`src/rtl/mdio_sched.sv`:
```
// MDIO request scheduler: arbitrates host register accesses against a periodic
// link-status poll and hands one request at a time to the MDIO engine.
//
// state     | meaning
// ----------+-----------------------------------------------------------
// IDLE      | no request outstanding; arbitration between host and poll
// HOST_BUSY | host request presented on m_*, waiting for m_ready
// POLL_BUSY | status poll presented on m_*, waiting for m_ready
module mdio_sched #(
  parameter int unsigned POLL_INTERVAL = 1000000,
  parameter logic [4:0]  POLL_PHY      = 5'd0,
  parameter logic [4:0]  POLL_REG      = 5'd1,
  parameter int unsigned LINK_BIT      = 2
) (
  input  logic        clk,
  input  logic        rst,
  input  logic        poll_en,
  input  logic [4:0]  h_phy_addr,
  input  logic [4:0]  h_reg_addr,
  input  logic [15:0] h_wdata,
  input  logic [1:0]  h_op,
  input  logic        h_valid,
  output logic        h_ready,
  output logic [15:0] h_rdata,
  output logic        h_error,
  output logic [4:0]  m_phy_addr,
  output logic [4:0]  m_reg_addr,
  output logic [15:0] m_wdata,
  output logic [1:0]  m_op,
  output logic        m_valid,
  input  logic        m_ready,
  input  logic [15:0] m_rdata,
  input  logic        m_error,
  output logic        link_up,
  output logic [15:0] poll_status,
  output logic        poll_valid,
  output logic        poll_err
);

  localparam int unsigned TW = (POLL_INTERVAL > 2) ? $clog2(POLL_INTERVAL) : 1;
  localparam logic [TW-1:0] TIMER_LAST = TW'(POLL_INTERVAL - 1);
  localparam logic [1:0] OP_READ = 2'b10;

  typedef enum logic [1:0] {
    IDLE      = 2'd0,
    HOST_BUSY = 2'd1,
    POLL_BUSY = 2'd2
  } state_t;

  state_t          state_q;
  logic [TW-1:0]   timer_q, timer_d;
  logic            poll_pend_q, poll_pend_d;
  logic            last_host_q;

  logic            wrap;
  logic            host_elig;
  logic            poll_elig;
  logic            grant_host;
  logic            grant_poll;

  // Eligibility, tie-break and poll-timer next state.
  always_comb begin
    wrap       = poll_en && (timer_q == TIMER_LAST);
    // h_ready is still high in the cycle after a completion while the host
    // is dropping h_valid, so that cycle must not re-grant the same request.
    host_elig  = h_valid && !h_ready;
    poll_elig  = poll_pend_q && poll_en;
    grant_host = (state_q == IDLE) && host_elig && (!poll_elig || !last_host_q);
    grant_poll = (state_q == IDLE) && poll_elig && (!host_elig || last_host_q);

    timer_d = timer_q + TW'(1);
    if (!poll_en || wrap) begin
      timer_d = '0;
    end

    // A wrap on the same edge as a poll grant is a fresh request and wins.
    poll_pend_d = poll_pend_q;
    if (grant_poll) begin
      poll_pend_d = 1'b0;
    end
    if (wrap) begin
      poll_pend_d = 1'b1;
    end
    if (!poll_en) begin
      poll_pend_d = 1'b0;
    end
  end

  // Poll interval timer and the single pending-poll flag.
  always_ff @(posedge clk or posedge rst) begin
    if (rst) begin
      timer_q     <= '0;
      poll_pend_q <= 1'b0;
    end else begin
      timer_q     <= timer_d;
      poll_pend_q <= poll_pend_d;
    end
  end

  // Scheduler FSM with all outputs registered.
  always_ff @(posedge clk or posedge rst) begin
    if (rst) begin
      state_q     <= IDLE;
      last_host_q <= 1'b0;
      m_valid     <= 1'b0;
      m_phy_addr  <= '0;
      m_reg_addr  <= '0;
      m_wdata     <= '0;
      m_op        <= '0;
      h_ready     <= 1'b0;
      h_rdata     <= '0;
      h_error     <= 1'b0;
      link_up     <= 1'b0;
      poll_status <= '0;
      poll_valid  <= 1'b0;
      poll_err    <= 1'b0;
    end else begin
      h_ready    <= 1'b0;
      poll_valid <= 1'b0;
      case (state_q)
        IDLE: begin
          if (grant_host) begin
            m_phy_addr  <= h_phy_addr;
            m_reg_addr  <= h_reg_addr;
            m_wdata     <= h_wdata;
            m_op        <= h_op;
            m_valid     <= 1'b1;
            last_host_q <= 1'b1;
            state_q     <= HOST_BUSY;
          end else if (grant_poll) begin
            m_phy_addr  <= POLL_PHY;
            m_reg_addr  <= POLL_REG;
            m_wdata     <= 16'h0000;
            m_op        <= OP_READ;
            m_valid     <= 1'b1;
            last_host_q <= 1'b0;
            state_q     <= POLL_BUSY;
          end
        end
        HOST_BUSY: begin
          if (m_ready) begin
            m_valid <= 1'b0;
            h_ready <= 1'b1;
            h_rdata <= m_rdata;
            h_error <= m_error;
            state_q <= IDLE;
          end
        end
        POLL_BUSY: begin
          if (m_ready) begin
            m_valid     <= 1'b0;
            poll_valid  <= 1'b1;
            poll_status <= m_rdata;
            poll_err    <= m_error;
            link_up     <= m_error ? 1'b0 : m_rdata[LINK_BIT];
            state_q     <= IDLE;
          end
        end
        default: begin
          m_valid <= 1'b0;
          state_q <= IDLE;
        end
      endcase
    end
  end

endmodule

```
`config.mk`:
```
export PLATFORM = sky130hd
export DESIGN_NAME = mdio_sched
export DESIGN_NICKNAME = d
export VERILOG_FILES = /design/src/rtl/mdio_sched.sv
export SDC_FILE = /design/constraint.sdc
export NUM_CORES = 1
export LEC_CHECK = 0
export BUFFER_PORTS_ARGS = -buffer_cell sky130_fd_sc_hd__buf_2
export CORE_MARGIN = 10
export CORE_UTILIZATION = 50
export DETAILED_ROUTE_END_ITERATION = 10
export PLACE_DENSITY = 0.79
export SYNTH_ARGS = -nofsm -noshare
export SYNTH_HDL_FRONTEND = slang
export SYNTH_SLANG_ARGS = --single-unit
```
`constraint.sdc`:
```
create_clock -name clk -period 4 [get_ports clk]
set_input_delay 0.8 -clock clk [delete_from_list [all_inputs] [get_ports clk]]
set_output_delay 0.8 -clock clk [all_outputs]
set_load 0.1 [all_outputs]
```
# ---- Yosys cells after proc, flatten, opt, wreduce, memory -nomap -nowiden
# Index checks and enable logic that the tools add are counted.
dict set report word_totals {
  word_cells 69
  out_inout_bits 66
  in_bits 50
  regBits 90
}
dict set report classes {
  eq_ne 6
  addsub 1
  reduce_logical 22
  muxes 24
}
# cell count
set op_table {}
lappend op_table {{16-bit 2-to-1 mux} 2}
lappend op_table {{20-bit by 1-bit adder with 20-bit output, second input constant} 1}
lappend op_table {{20-bit == test, second input constant} 1}
lappend op_table {{20-bit 2-to-1 mux} 1}
lappend op_table {{5-bit 2-to-1 mux} 4}
lappend op_table {{1-bit 2-to-1 mux} 11}
lappend op_table {{2-bit 2-to-1 mux} 4}
lappend op_table {{2-bit AND reduction} 4}
lappend op_table {{1-bit logical AND} 7}
lappend op_table {{1-bit logical NOT} 5}
lappend op_table {{2-bit one-hot mux with 2 select lines} 1}
lappend op_table {{1-bit logical OR} 3}
lappend op_table {{3-bit by 1-bit inequality test with 1-bit output, second input constant} 1}
lappend op_table {{3-bit inequality test, second input constant} 1}
lappend op_table {{2-bit by 1-bit == test with 1-bit output, second input constant} 1}
lappend op_table {{2-bit == test, second input constant} 1}
lappend op_table {{2-bit logical NOT} 1}
lappend op_table {{2-bit by 1-bit inequality test with 1-bit output, second input constant} 1}
lappend op_table {{1-bit one-hot mux with 2 select lines} 1}
lappend op_table {{2-bit nonzero test} 1}
lappend op_table {{2-bit OR reduction} 1}

# ---- Logic depth before layout (Yosys ltp)
# Gate-level depths: netlist of the first run.
dict set report depth {
  ltp_word 8
  depth_mapped 6
  ltp_nobuf 5
}

# ---- Least setup slack after synthesis of the first run
# Ideal clock, no wire load.
dict set report synth_timing {
  kind {register to register}
  from {register h_ready}
  to {register m_reg_addr[0]}
  required_ns 3.867
  slack_ns 2.050
  path_stages_with_launch 6
  arrival_time_ns 1.817
  cell_sequence {dfrtp_1 nor2b_1 o21ai_1 clkbuf_1 nor2b_1 a21oi_1}
}
dict set report synth_via {
  elab_chain_len 7
  word_cells_on_any_way 10
  cone_classes {1 x mux; 9 x reduce/logical}
}
# element line_no
set synth_lines {}
lappend synth_lines {{start: declaration} 23} ;# output logic h_ready,
lappend synth_lines {{start signal: assignment} 110} ;# h_ready <= 1'b0;
lappend synth_lines {{start signal: assignment} 118} ;# h_ready <= 1'b0;
lappend synth_lines {{start signal: assignment} 143} ;# h_ready <= 1'b1;
lappend synth_lines {{1-bit logical NOT *} 66} ;# host_elig = h_valid && !h_ready;
lappend synth_lines {{1-bit logical AND *} 66}
lappend synth_lines {{1-bit logical NOT} 69} ;# grant_poll = (state_q == IDLE) && poll_elig && (!host_elig || last_host_q);
lappend synth_lines {{1-bit logical OR} 69}
lappend synth_lines {{1-bit logical AND} 69}
lappend synth_lines {{2-bit nonzero test (no source line)} n/a}
lappend synth_lines {{2-bit AND reduction (no source line)} n/a}
lappend synth_lines {{end signal: assignment} 124} ;# m_reg_addr <= h_reg_addr;
lappend synth_lines {{end: declaration} 27} ;# output logic [4:0] m_reg_addr,
# Mark *: on every way between the ends. The rest lies on a longest branch, timed or not.
# A chain may end at the register's enable or synchronous reset.

# ---- Worst setup path after layout of the first run
dict set report layout_timing {
  from {input poll_en}
  to {register m_op[1]}
}
dict set report layout_via {
  elab_chain_len 6
  word_cells_on_any_way 9
  cone_classes {1 x mux; 8 x reduce/logical}
}
# element line_no
set layout_lines {}
lappend layout_lines {{start: declaration} 17} ;# input logic poll_en,
lappend layout_lines {{1-bit logical AND *} 67} ;# poll_elig = poll_pend_q && poll_en;
lappend layout_lines {{1-bit logical NOT} 68} ;# grant_host = (state_q == IDLE) && host_elig && (!poll_elig || !last_host_q);
lappend layout_lines {{1-bit logical OR} 68}
lappend layout_lines {{1-bit logical AND} 68}
lappend layout_lines {{2-bit nonzero test (no source line)} n/a}
lappend layout_lines {{2-bit AND reduction (no source line)} n/a}
lappend layout_lines {{end signal: assignment} 126} ;# m_op <= h_op;
lappend layout_lines {{end: declaration} 29} ;# output logic [1:0] m_op,
# Marked as above.

==> out/summary.txt, run 1 <==
Status: completed
1st-iter DRT viols: 147
R2R cell count: 5
Clock Sinks: 90
Setup TNS: 0 ns
GR Util met2: 26.0%
Hold EP: link_up
Setup Viol. Count Final: 0
Worst hold path class: reg -> reg
Grt met1 use: 17.6%
Remaining DRCs: 0
Share of cells above drive strength 1: 44.8%
#FFs+latches synth: 90
Register area share after synthesis: 61.7%
Leading area contributor after synthesis: dfrtp_1
Via density: 5.22
RSZ-0062 raised after global routing: no
Critical path launch point: poll_en
Starting Density: 50.8%
Vias in the first global route: 2803
Vias after detailed routing: 2639
Area delta synth->final: 25.2%
Hold-fix buffers at CTS: 0
DRT Pass-1 Iters: 6
Multi-input gate area: 1330 µm²
Drt total wl: 8470 µm
Slew HR: 44.8%
R2r startpoint: timer_q[0]
Row cnt: 31
Worst hold stages: 2
# nets final: 455
Clock skew: 0.0110 ns
Register area: 2250 µm²
Top cells by instance count after synthesis: 90 x dfrtp_1, 35 x mux2_2, 26 x a22o_1
Clk pin slew, worst setup/hold paths: 0.09 ns
Gpl congestion: 0.835
CTS tree: yes
Fmax: 499 MHz
Top-count cell post-synth: dfrtp_1
Req. time, crit path: 4.22 ns
Top Usage Layer GRT: met2
Worst slew pin tran: 0.825 ns
Largest net degree at the start of global routing: 42
Critical path class: in -> reg
Cts bufs inserted: 9
Min-delay src: link_up
Setup crit end kind: flip-flop
Resize count post-CTS: 0
M3 GR Usage: 6.94%
Die width: 105 µm
Crit path DAT: 2.23 ns
Predominant post-synthesis flop cell: dfrtp_1
Period utilisation layout: 50.1%
Post-synth EDFFs: 0
Area of the mapped netlist: 3650 µm²
Max-slew violation count: 0
Number of port buffers: 115
Initial antenna violation count: 1
# IOs: 116
Chip Height: 105 µm
Synth cell types: 40
Final hold viol count: 0
Post-DP HPWL: 6380 µm
Antenna violation net count after detailed routing: 0
Mapped Nets: 336
Clk_lat worst skew: 0.36 ns
Htree depth: 3
Synth top area cells: dfrtp_1 62%, mux2_2 11%, a22o_1 6.2%
Synthesized instance count: 282
Grt ovf: 0
Top fanout value on the critical path: 17
First-pass GRT wire length: 14100 µm
Syn_area_per_cell: 12.9 µm²
R2r setup slk: 2.08 ns
DR WL/cell: 16.7 µm
Setup bufs post-CTS: 0
Share of the synthesized area in the top cell type: 61.7%
Min cycle time layout: 2.00 ns
Max_cap viols: 0
Core region area: 7180 µm²
Clock Tree Buf Depth: 2
Die area: 11100 µm²
Syn. warnings: 0
Post-synthesis async set-or-reset flop share: 100%
Root Driver: clkbuf_8
Crit start category: input port
Worst R2R End: timer_q[18]
Total GRT Usage: 15.5%
Filler instances: 565
## worst max-delay path: stages
cell,delay [ns]
buf_2,0.12
and2_1,0.18
o21ai_2,0.59
buf_4,0.32
nor2b_1,0.16
a21oi_1,0.05
## layout by cell type (no fill, tap or decap), drive strengths merged, types with 4 or more instances in the layout
cell type  netlist  layout
o21ai            9       9
xor2             4       4
a21oi           12      12
nor2b            4       4
buf              0     120
dfrtp           90      90
nand3            7       7
nor2            14      14
inv             10      10
a22o            26      26
mux2            35      35
clkbuf          12      11
xnor2            6       6
nand2           14      14
nand4            5       5
ha               4       4
## cell type report
class                   count  share of cell area [%]
repair buffers            120                    13.4
flip-flops and latches     90                    49.3
well taps                  99                    2.71
inverters                  10                   0.849
multi-input cells         170                    29.0
diodes                      1                  0.0548
clock buffers              11                    3.32
clock inverters             5                    1.32
## metal layers
layer	up-vias	part of all wire (%)
met5	-	0
met4	0	1.2
met3	10	9.2
met2	89	49
met1	1279	41
li1	1261	-
## worst max-delay path by stage
stage / to / slack, ns
2_1_floorplan: h_error / 0.86
3_3_place_gp: m_op[1] / 1.71
3_5_place_dp: m_op[1] / 1.62
4_1_cts: m_op[1] / 2.00
5_1_grt: state_q[1] / 1.89
6_report: m_op[1] / 2.00
## metrics by stage
step                      util (%)  std cells  area, µm²  worst slack [ns]  hold WS (ns)
after detailed placement      60.7        489       4350              1.62         0.469
after CTS                     63.6        505       4560              2.00         0.491
after global routing          63.6        505       4560              1.89         0.511
after global placement        60.7        489       4350              1.71         0.459
final                         63.6        506       4570              2.00         0.491
after floorplan                  -        282       3650             0.865         0.464
## kinds of logic (layout without fill, tap and decap cells)
logic type	count (synthesis)	count (layout)	synth area share [%]
fa+ha+maj	4	4	1.37
mux	35	35	10.8
other cells	0	1	0
buf+inv	22	146	2.26
xor+xnor	10	10	2.40
compound gates	54	54	10.6
simple gates	67	67	10.8
flops	90	90	61.7
## flip-flops by register name, indices dropped and copies added, names as in the netlist, 2 cells and up
| signal | flops |
|---|---|
| m_wdata | 16 |
| state_q | 2 |
| m_op | 2 |
| h_rdata | 16 |
| m_phy_addr | 5 |
| poll_status | 16 |
| timer_q | 20 |
| m_reg_addr | 5 |
Power of run 1 is left out: the tool's default activity adds up to more than one toggle a clock period on the data nets, which glitch-free logic cannot reach.
==> run 2: changes to the inputs <==
ABC_AREA = 1   (was not set)
CORE_UTILIZATION = 46   (was 50)
PLACE_DENSITY = 0.75   (was 0.79)
clock period = 1.8 ns   (was 4 ns; I/O delays follow)
==> run 2 against run 1 <==
  * Highest routed layer is now met5
  * Register-to-register slack lost 1.9 ns
  * Largest cell class unchanged
  * Wire length grew 11%
  * Sequential cell count is the same
  * Area after synthesis grew 6.2%
  * Die area grew 12%
  * First-iteration DRC count grew 24%
  * Final area grew 5.0%
  * Clock-buffer cell count grew 1
  * Worst hold slack lost 0.30 ns
  * Worst setup slack lost 1.8 ns
  * Critical path depth is the same
==> out/summary.txt, run 2 <==
Status: completed
Remaining DRCs: 0 (unchanged)
Max-slew violation count: 0 (unchanged)
Grt ovf: 0 (unchanged)
R2r startpoint: state_q[0]
Synth cell types: 23 (-43%)
Min cycle time layout: 1.60 ns
Share of cells above drive strength 1: 26.9% (-18 points)
CTS tree: yes
Post-synth EDFFs: 0 (unchanged)
Commonest non-fill, non-tap cell in the layout: nand2_1
Synthesized instance count: 446 (+58%)
Area delta synth->final: 23.8%
Gpl congestion: 0.873 (+4.6%)
Setup crit end: state_q[1]
Cts bufs inserted: 9 (unchanged)
Die area: 12500 µm² (+12%)
Htree depth: 3 (unchanged)
Final hold viol count: 0 (unchanged)
Setup Viol. Count Final: 0 (unchanged)
Leading area contributor after synthesis: dfrtp_1
Top fanout value on the critical path: 17 (unchanged)
Initial antenna violation count: 1 (unchanged)
Vias in the first global route: 3421 (+22%)
Filler instances: 724 (+28%)
1st-iter DRT viols: 183 (+24%)
Syn. warnings: 0 (unchanged)
R2R cell count: 6 (+1)
Critical path launch point: state_q[0]
Mapped Nets: 500 (+49%)
Clock skew: 0.0105 ns (-0.000505 ns)
Req. time, crit path: 2.04 ns (-2.18 ns)
Chip Height: 112 µm (+6.0%)
DRT Pass-1 Iters: 4 (-2)
Synth top area cells: dfrtp_1 58%, nand2_1 14%, nand3_1 4.9%
Predominant post-synthesis flop cell: dfrtp_1
DR WL/cell: 13.9 µm (-17%)
Max FFs per register: 20 (unchanged)
Setup bufs post-CTS: 0 (unchanged)
Worst slew pin tran: 0.504 ns (-0.321 ns)
Vias after detailed routing: 3249 (+23%)
Setup TNS: 0 ns (unchanged)
Core region area: 8220 µm² (+15%)
Crit path DAT: 1.84 ns (-0.39 ns)
Clock Sinks: 90 (unchanged)
Worst hold stages: 3 (+1)
Slew HR: 66.6% (+22 points)
Commonest cells after routing, fill and taps aside: 141 x nand2_1, 115 x buf_2, 89 x dfrtp_1, 46 x nor2_1, 42 x inv_1
Max_cap viols: 0 (unchanged)
Clk pin slew, worst setup/hold paths: 0.09 ns (about the same)
Critical path class: reg -> reg
Multi-input gate area: 1370 µm² (+3.6%)
First-pass GRT wire length: 16000 µm (+14%)
Period utilisation layout: 88.8%
RSZ-0062 raised after global routing: no
Row cnt: 33 (+6.5%)
Post-synthesis async set-or-reset flop share: 100% (unchanged)
Clock Tree Buf Depth: 2 (unchanged)
# nets final: 622 (+37%)
Root Driver: clkbuf_8
Antenna violation net count after detailed routing: 0 (unchanged)
Register area: 2250 µm² (about the same)
Share of the synthesized area in the top cell type: 58.1% (-3.6 points)
Die width: 112 µm (+6.0%)
#FFs+latches synth: 90 (unchanged)
Worst R2R End: state_q[1]
Total GRT Usage: 15.3% (-0.26 points)
Most flop-heavy register: timer_q
Antenna cells: 0 (-1)
Fmax: 626 MHz
Setup crit end kind: flip-flop
Number of port buffers: 115 (unchanged)
# IOs: 116 (unchanged)
Top-count cell post-synth: nand2_1
Syn_area_per_cell: 8.69 µm² (-33%)
Drt total wl: 9440 µm (+11%)
Final core occ: 58.4% (-5.3 points)
Register area share after synthesis: 58.1% (-3.6 points)
Top cells by instance count after synthesis: 141 x nand2_1, 90 x dfrtp_1, 46 x nor2_1
Crit start category: flip-flop
Starting Density: 47.2% (-3.7 points)
Via density: 4.79 (-8.1%)
Area of the mapped netlist: 3870 µm² (+6.2%)
Largest net degree at the start of global routing: 53 (+26%)
Post-DP HPWL: 7150 µm (+12%)
R2r setup slk: 0.20 ns (-1.88 ns)
Clk_lat worst skew: 0.36 ns (about the same)
Worst hold path class: in -> reg
-- run 2: cell count changes in the layout (fill, tap and decap cells not counted), sizes merged, moves of 5 or more --
cell	previous run	this run
a21oi	12	2
a22o	26	0
buf	120	125
inv	10	43
mux2	35	0
nand2	14	146
nand3	7	41
nor2	14	49
o21ai	9	37
-- run 2: kinds of logic after synthesis --
| group | after synthesis | synth area share, % |
|---|---|---|
| fa+ha+maj | 4 | 1.29 |
| flops | 90 | 58.1 |
| simple gates | 239 | 25.6 |
| compound gates | 42 | 5.84 |
| buf+inv | 59 | 6.46 |
| xor+xnor | 12 | 2.71 |
-- run 2: stage by stage --
stage               setup WS [ns]  hold WS [ns]  std cells  cell area, µm²
CTS                         0.200         0.179        678            4800
detailed placement          0.216         0.339        661            4590
finish                      0.202         0.193        678            4800
floorplan                   0.263         0.467        446            3880
global placement            0.287         0.328        661            4590
global route              0.00680         0.178        678            4800
-- run 2: layout make-up --
class / instances / share of cell area (%)
tap: 105 / 2.74
timing repair buffer: 126 / 14.0
inverter: 44 / 3.52
multi-input combinational: 297 / 28.6
sequential: 90 / 47.0
clock inverter: 4 / 1.07
clock buffer: 12 / 3.03
-- run 2: timing repair --
action / CTS / global route
gates resized for setup: 0 / 0
hold endpoints to repair: 11 / 0
hold buffers: 1 / 0
-- run 2: worst max-delay path, cell delays in order, from the launching register on --
cell and delay (ns):
dfrtp_1 0.41, inv_1 0.09, ha_1 0.23, nand3_1 0.22, a21oi_4 0.20, buf_4 0.24
o21ai_0 0.11
-- run 2: how the worst min path moves through the flow --
stage          slack [ns]            end           from
4_1_cts              0.18     m_wdata[1]     h_wdata[1]
2_1_floorplan        0.47        link_up        m_error
5_1_grt              0.18     m_wdata[1]     h_wdata[1]
6_report             0.19  m_phy_addr[3]  h_phy_addr[3]
3_3_place_gp         0.33     poll_valid            rst
3_5_place_dp         0.34     poll_valid            rst
-- run 2: metal layers --
layer  vias up  global-route usage, %  wire [µm]
met5         -                      0         13
met1      1514                   18.1       4090
met4         2                   5.14        157
met3        18                   6.76        777
met2        88                   24.1       4410
li1       1627                      -          -
Power of run 2 is left out for the same reason.
==> run 3: changes to the inputs <==
CORE_ASPECT_RATIO = 0.8   (was not set)
==> run 3 against run 2 <==
  * Clock-buffer cell count shrank 2
  * Die area up 0.18%
  * Sequential cell count unchanged
  * Cell count rose by 0.74%
  * Sequential share of layout area shrank 0.90 points
  * Largest cell class unchanged
  * Highest routed layer is now met4
==> out/summary.txt, run 3 (synthesis results as in run 2) <==
Worst hold stages: 3 (unchanged)
CP Cell Sequence: inv_1, ha_1, nand3_2, buf_4, nand2_1, nand2_1, o21ai_0
Req. time, crit path: 2.09 ns (+0.05 ns)
Htree depth: 3 (unchanged)
First-pass GRT wire length: 15900 µm (-0.99%)
Place WS: 0.196 ns (-0.0199 ns)
Largest net degree at the start of global routing: 39 (-26%)
Via density: 4.78 (-0.24%)
Core region area: 8060 µm² (-2.0%)
Remaining DRCs: 0 (unchanged)
RSZ-0062 raised after global routing: no
Clock Sinks: 90 (unchanged)
Period utilisation layout: 87.0% (-1.7 points)
Critical path class: reg -> reg
DRT Pass-1 Iters: 4 (unchanged)
Critical path launch point: state_q[0]
Clk pin slew, worst setup/hold paths: 0.10 ns (about the same)
Cts bufs inserted: 9 (unchanged)
Max_cap viols: 0 (unchanged)
Initial antenna violation count: 0 (-1)
Die width: 123 µm (+9.7%)
Most used cell, CP: nand2_1
Top fanout value on the critical path: 14 (-3)
Status: completed
Min cycle time layout: 1.57 ns (-0.0314 ns)
R2r startpoint: state_q[0]
Gpl congestion: 0.898 (+2.9%)
Setup TNS: 0 ns (unchanged)
Starting Density: 48.1% (+0.94 points)
Max FFs per register: 20 (unchanged)
Antenna cells: 0 (unchanged)
Vias after detailed routing: 3265 (+0.49%)
# nets final: 624 (+0.32%)
DR WL/cell: 14.0 µm (+0.48%)
Share of cells above drive strength 1: 27.5% (+0.60 points)
Post-DP HPWL: 7060 µm (-1.3%)
Number of port buffers: 115 (unchanged)
Commonest cells after routing, fill and taps aside: 141 x nand2_1, 115 x buf_2, 89 x dfrtp_1, 46 x nor2_1, 42 x inv_1
Total GRT Usage: 15.5% (+0.24 points)
Area delta synth->final: 26.2%
Setup crit end kind: flip-flop
R2R cell count: 7 (+1)
1st-iter DRT viols: 113 (-38%)
Most flop-heavy register: timer_q
Row cnt: 29 (-12%)
CTS tree: yes
Drt total wl: 9560 µm (+1.2%)
Clk_lat worst skew: 0.36 ns (about the same)
Final hold viol count: 0 (unchanged)
Slew HR: 66.4% (-0.16 points)
Commonest non-fill, non-tap cell in the layout: nand2_1
Max-slew violation count: 0 (unchanged)
# IOs: 116 (unchanged)
Chip Height: 102 µm (-8.7%)
Crit-path slowest cell: dfrtp_1
Critical Path Max Stage Delay: 0.41 ns (about the same)
Vias in the first global route: 3409 (-0.35%)
Clock skew: 0.0110 ns (+0.000504 ns)
Worst slew pin tran: 0.507 ns (+0.00244 ns)
Clock Tree Buf Depth: 2 (unchanged)
Crit start category: flip-flop
Crit path DAT: 1.85 ns (about the same)
Root Driver: clkbuf_8
Grt ovf: 0 (unchanged)
Min-delay src: h_reg_addr[1]
Final setup margin: 0.233 ns (+0.0314 ns)
Setup Viol. Count Final: 0 (unchanged)
Worst hold path class: in -> reg
Antenna violation net count after detailed routing: 0 (unchanged)
Fmax: 638 MHz (+2.0%)
Die area: 12500 µm² (+0.18%)
[run 3: metrics by stage]
stage	util, %	hold slack (ns)	cells	area [µm²]
final	60.7	0.182	683	4890
after global routing	60.7	0.168	683	4890
after CTS	60.5	0.170	682	4870
after detailed placement	57.6	0.381	665	4640
after global placement	57.6	0.374	665	4640
after floorplan	-	0.467	446	3880
[run 3: routing by layer]
metal | share of wire (%) | vias to the layer above | GRT usage, %
li1 | - | 1634 | -
met1 | 43 | 1538 | 18.3
met2 | 47 | 87 | 24.9
met3 | 8.9 | 6 | 7.77
met4 | 0.74 | 0 | 3.62
met5 | 0 | - | 0
[run 3: repair_timing]
item | 4_1_cts | 5_1_grt
hold buffers | 1 | 0
setup endpoints to repair | 0 | 12
setup buffers | 0 | 1
gates resized for setup | 0 | 2
endpoints found under the hold margin | 14 | 0
[run 3: worst paths after layout]
check                                       to  slack (ns)
worst max-delay path                state_q[1]        0.23
min in group asynchronous           m_wdata[2]        0.56
worst max register to register      state_q[1]        0.23
worst min register to register  poll_status[6]        0.49
max in group asynchronous              h_error        0.72
worst min-delay path             m_reg_addr[1]        0.18
[run 3: final cells by class]
type | count | area, µm²
Fill cell | 742 | 3170
Sequential cell | 90 | 2250
Multi-Input combinational cell | 297 | 1380
Timing Repair Buffer | 128 | 726
Inverter | 44 | 169
Tap cell | 108 | 135
Clock buffer | 10 | 128
Clock inverter | 6 | 96.3
[run 3: critical path: cells and delay by family (launching register included)]
family / cells / cell delay [ns]
flops: 1 / 0.41
simple gates: 3 / 0.36
buf+inv: 2 / 0.31
fa+ha+maj: 1 / 0.25
compound gates: 1 / 0.15
Power of run 3 is left out for the same reason.
